`config.mk`:
```
export PLATFORM = sky130hd
export DESIGN_NAME = trig_lut_loader
export DESIGN_NICKNAME = d
export VERILOG_FILES = /design/src/rtl/trig_lut_loader.sv
export SDC_FILE = /design/constraint.sdc
export NUM_CORES = 1
export LEC_CHECK = 0
export ABC_AREA = 1
export CORE_MARGIN = 2
export CORE_UTILIZATION = 55
export DETAILED_ROUTE_END_ITERATION = 12
export PLACE_DENSITY = 0.85
export SYNTH_ARGS = -nofsm -noshare
export SYNTH_HDL_FRONTEND = slang
export SYNTH_SLANG_ARGS = --single-unit
```
`constraint.sdc`:
```
create_clock -name clk -period 3.4 [get_ports clk]
set_input_delay 0.68 -clock clk [delete_from_list [all_inputs] [get_ports clk]]
set_output_delay 0.68 -clock clk [all_outputs]
set_load 0.01 [all_outputs]
```
`src/rtl/trig_lut_loader.sv`:
```
// trig_lut_loader: serially loads 32-entry truth tables into SRLC32E trigger LUTs.
// A request (cfg_sel, cfg_data) is captured on the handshake edge, then shifted
// MSB first into the selected SRL over 32 cycles. lut_valid[n] is low for the
// whole time LUT n holds partial contents.
//
// state  | meaning
// -------+--------------------------------------------------------------
// IDLE   | waiting for a request; cfg_ready high (outside reset)
// SHIFT  | srl_ce[sel] high, one truth-table bit per cycle, 32 cycles
// FINISH | one cycle: done pulses, lut_valid[sel] sets
module trig_lut_loader #(
    parameter int NUM_LUTS = 4,
    parameter int SEL_BITS = 2
) (
    input  logic                clk,
    input  logic                rst,
    input  logic                cfg_valid,
    output logic                cfg_ready,
    input  logic [SEL_BITS-1:0] cfg_sel,
    input  logic [31:0]         cfg_data,
    output logic [NUM_LUTS-1:0] srl_ce,
    output logic                srl_din,
    output logic [NUM_LUTS-1:0] lut_valid,
    output logic                busy,
    output logic                done,
    output logic                err
);

    typedef enum logic [1:0] {
        IDLE   = 2'd0,
        SHIFT  = 2'd1,
        FINISH = 2'd2
    } state_t;

    // Select values at or above this limit have no LUT behind them.
    localparam logic [SEL_BITS:0] LUT_LIMIT = (SEL_BITS+1)'(NUM_LUTS);

    state_t              state, state_nxt;
    logic [4:0]          cnt, cnt_nxt;
    logic [SEL_BITS-1:0] sel_q, sel_nxt;
    logic [31:0]         data_q, data_nxt;
    logic [NUM_LUTS-1:0] ce_nxt, lv_nxt;
    logic                din_nxt, done_nxt, err_nxt;
    logic                accept, sel_ok;

    function automatic logic [NUM_LUTS-1:0] decode(input logic [SEL_BITS-1:0] s);
        logic [NUM_LUTS-1:0] m;
        m = '0;
        for (int i = 0; i < NUM_LUTS; i++) begin
            if (s == SEL_BITS'(i)) m[i] = 1'b1;
        end
        return m;
    endfunction

    assign busy      = (state != IDLE);
    assign cfg_ready = !busy && !rst;
    assign accept    = cfg_valid && cfg_ready;
    assign sel_ok    = ({1'b0, cfg_sel} < LUT_LIMIT);

    // Next-state and next-output decode; every output is registered below.
    always_comb begin
        state_nxt = state;
        cnt_nxt   = cnt;
        sel_nxt   = sel_q;
        data_nxt  = data_q;
        ce_nxt    = '0;
        din_nxt   = 1'b0;
        lv_nxt    = lut_valid;
        done_nxt  = 1'b0;
        err_nxt   = 1'b0;
        case (state)
            IDLE: begin
                if (accept) begin
                    if (sel_ok) begin
                        // First bit goes out in the cycle right after accept;
                        // the remainder waits in data_q, MSB-aligned.
                        state_nxt = SHIFT;
                        cnt_nxt   = 5'd0;
                        sel_nxt   = cfg_sel;
                        data_nxt  = {cfg_data[30:0], 1'b0};
                        ce_nxt    = decode(cfg_sel);
                        din_nxt   = cfg_data[31];
                        lv_nxt    = lut_valid & ~decode(cfg_sel);
                    end else begin
                        err_nxt = 1'b1;
                    end
                end
            end
            SHIFT: begin
                if (cnt == 5'd31) begin
                    state_nxt = FINISH;
                    done_nxt  = 1'b1;
                    lv_nxt    = lut_valid | decode(sel_q);
                end else begin
                    cnt_nxt  = cnt + 5'd1;
                    ce_nxt   = decode(sel_q);
                    din_nxt  = data_q[31];
                    data_nxt = {data_q[30:0], 1'b0};
                end
            end
            FINISH: begin
                state_nxt = IDLE;
                cnt_nxt   = 5'd0;
            end
            default: begin
                state_nxt = IDLE;
                cnt_nxt   = 5'd0;
            end
        endcase
    end

    // State, counter, captured request and registered outputs; reset drops srl_ce at once.
    always_ff @(posedge clk or posedge rst) begin
        if (rst) begin
            state     <= IDLE;
            cnt       <= 5'd0;
            sel_q     <= '0;
            data_q    <= 32'd0;
            srl_ce    <= '0;
            srl_din   <= 1'b0;
            lut_valid <= '0;
            done      <= 1'b0;
            err       <= 1'b0;
        end else begin
            state     <= state_nxt;
            cnt       <= cnt_nxt;
            sel_q     <= sel_nxt;
            data_q    <= data_nxt;
            srl_ce    <= ce_nxt;
            srl_din   <= din_nxt;
            lut_valid <= lv_nxt;
            done      <= done_nxt;
            err       <= err_nxt;
        end
    end

endmodule

```
==> metrics.yaml <==
status:
  outcome: "finished, final reports clean"
global_route:
  grt_overflow: 0
  grt_usage: 0.194
  grt_pass1_vias: 1769
  grt_pass1_wl_um: 7730
  grt_max_degree: 63
  antenna_found_initial: 0
timing:
  skew_ns: 0.00302
  relSlewSlack: 0.392
  final_hold_viol_count: 0
  drv_slew: 0
  fin_setup_tns_ns: 0
  rsz0062_at_grt: "false"
  timing.fmax_mhz: 386
  fin_crit_ns: 2.59
  worstMarginPinSlew_ns: 0.909
  setup_viol: 0
  fin_crit_sh: 0.761
synth:
  synth_cells: 311
  async_flop_share: 1.00
  synthTopCellsByCount: "nand2_1, o21ai_0, dfrtp_1"
  synth.area.top_cells: "dfrtp_1, nand2_1, o21ai_0, inv_1, nand3_1"
  synth_area_um2: 2410
  synth-seq-cells: 50
  synth_cell_types: 17
  yosys.area.top_type: "dfrtp_1"
  synth_nets: 350
  synth-edff-count: 0
  avgSynthCellArea_um2: 7.76
  synth_top_area_frac: 0.518
  yosysWarnings: 0
  ys_seq_area_frac: 0.518
  synthFlopType: "dfrtp_1"
  yosysMostFrequentCell: "nand2_1"
clock_network:
  clk_pin_slew_worst_paths_ns: 0.08
  cts.sinks: 50
  cts_setup_buffers: 0
  clk_latency_ns: 0.30
  cts_resized: 0
  cts_tree: "yes"
  cts-root-buf: "clkbuf_8"
  cts_made_buffers: 5
  holdBufCountCts: 0
  clk_path_buf_depth: 2
  htreeDepth: 2
power_and_ir_drop:
  fin_total_pwr_mw: 2.24
  switchingPower_mw: 0.845
  p_leak_nw: 1.43
  p_int_mw: 1.40
  peakVddDrop_mv: 0.424
  clkPwrFrac: 0.157
  seqPwrFrac: 0.420
  combPwrFrac: 0.423
  switching_share: 0.377
  power_density_nw_per_um2: 752
critical_path:
  endpoint_kind: "output port"
  worstPathArrival_ns: 1.91
  cp-start-kind: "primary input"
  path_class: "primary input to output port"
  r2r_slack_ns: 1.47
  path_max_fanout: 3
  required_ns: 2.72
  crit_start: "rst"
  reg2reg_depth: 8
  endpoint: "cfg_ready"
  r2r-start: "cnt[0]"
  reg2reg_to: "data_q[15]"
routing:
  wl_um: 4460
  avgViaCountPerCell: 4.97
  vias: 2018
  dr.first_iter.drc_count: 153
  routedWlPerCell_um: 11.0
  remaining_drc_errors: 0
  drt_first_pass_iters: 4
  ant_nets: 0
die:
  die_w_um: 70.3
  initial_core_util: 0.562
  num_rows: 24
  pin_count: 50
  die_h_um: 70.3
  die_area_um2: 4940
  core-area_um2: 4290
place:
  place_area_um2: 2890
  detailed_place_hpwl_um: 2980
  gp_congestion: 0.821
  placedCellCount: 398
  port_buffers: 48
layout:
  area_growth_pct: 23.5
  layout.nets: 392
  drive_above_1_share: 0.0395
  final_util: 0.694
  stdcell_count: 406
  num-fill-cells: 373
  fin_area_um2: 2980
  insertedDiodeCount: 0
worst_hold_path:
  min_path_type: "flop to flop"
job:
  max_cap_violations: 0
registers in the layout, summed over array words and instances, names as in the netlist:
signal,flops
cnt,5
sel_q,2
lut_valid,4
state,2
data_q,31
done,1
srl_din,1
srl_ce,4
per-layer routing:
metal  global-route usage  wire length (um)  vias to the layer above
li1                     -                 -                     1051
met1                0.265              2110                      909
met2                0.318              2070                       53
met3               0.0418               234                        5
met4               0.0491                46                        0
met5                    0                 0                        -
metrics by stage:
step / setup slack (ns) / hold WS, ns
6_report: 0.811 / 0.488
5_1_grt: 0.693 / 0.512
4_1_cts: 0.794 / 0.493
3_5_place_dp: 0.796 / 0.467
3_3_place_gp: 0.862 / 0.463
2_1_floorplan: 0.740 / 0.448
placed cells by master (no fill, tap or decap):
| master | instances |
|---|---|
| nand2_1 | 101 |
| clkdlybuf4s50_1 | 48 |
| nand2_4 | 2 |
| or2_2 | 1 |
| dfrtp_1 | 50 |
| clkbuf_8 | 6 |
| o21ai_0 | 66 |
| ha_1 | 2 |
| nand2_2 | 1 |
| clkbuf_1 | 1 |
| o22ai_1 | 4 |
| o21bai_1 | 1 |
| inv_1 | 47 |
| o21ai_1 | 4 |
| nor2_4 | 1 |
| nor2_1 | 5 |
| clkinv_2 | 1 |
| conb_1 | 1 |
| nand3_1 | 10 |
| buf_4 | 1 |
| inv_2 | 1 |
critical path: stages:
cell and delay, ns:
clkdlybuf4s50_1 0.45, nor2_1 0.20, clkdlybuf4s50_1 0.58
kinds of logic (layout without fill, tap and decap cells):
group	count (synthesis)	after routing	synth area share
other	1	1	0.00155
DFF	50	50	0.518
adders and majority gates	2	2	0.0104
AOI/OAI and AO/OA	75	75	0.159
and+or+nand+nor	121	121	0.204
buffers and inverters	62	105	0.108
power groups by stage:
| stage | sequential, mW | combinational [mW] | clock [mW] |
|---|---|---|---|
| final | 0.942 | 0.949 | 0.352 |
| after global routing | 0.962 | 1.11 | 0.384 |
| after CTS | 0.944 | 0.963 | 0.359 |
| after detailed placement | 0.953 | 0.955 | 0 |
| after global placement | 0.944 | 0.913 | 0 |
| after floorplan | 0.958 | 0.662 | 0 |
cell type report:
type / instances / area [um^2] / share of cell area
multi-input cells: 199 / 906 / 0.304
well taps: 52 / 65.1 / 0.0218
clock inverters: 1 / 5.00 / 0.00168
flip-flops and latches: 50 / 1250 / 0.420
clock buffers: 7 / 86.3 / 0.0290
repair buffers: 49 / 488 / 0.164
inverters: 48 / 180 / 0.0604
worst min-delay path by stage:
stage                 from  endpoint  slack (ns)  cells past startpoint
floorplan           cnt[4]    cnt[4]        0.45                      2
global placement    cnt[4]    cnt[4]        0.46                      2
detailed placement  cnt[3]    cnt[3]        0.47                      2
CTS                 cnt[3]    cnt[3]        0.49                      2
global route        cnt[3]    cnt[3]        0.51                      2
finish              cnt[4]    cnt[4]        0.49                      2
Note: power is estimated with default switching activity, not from simulation.
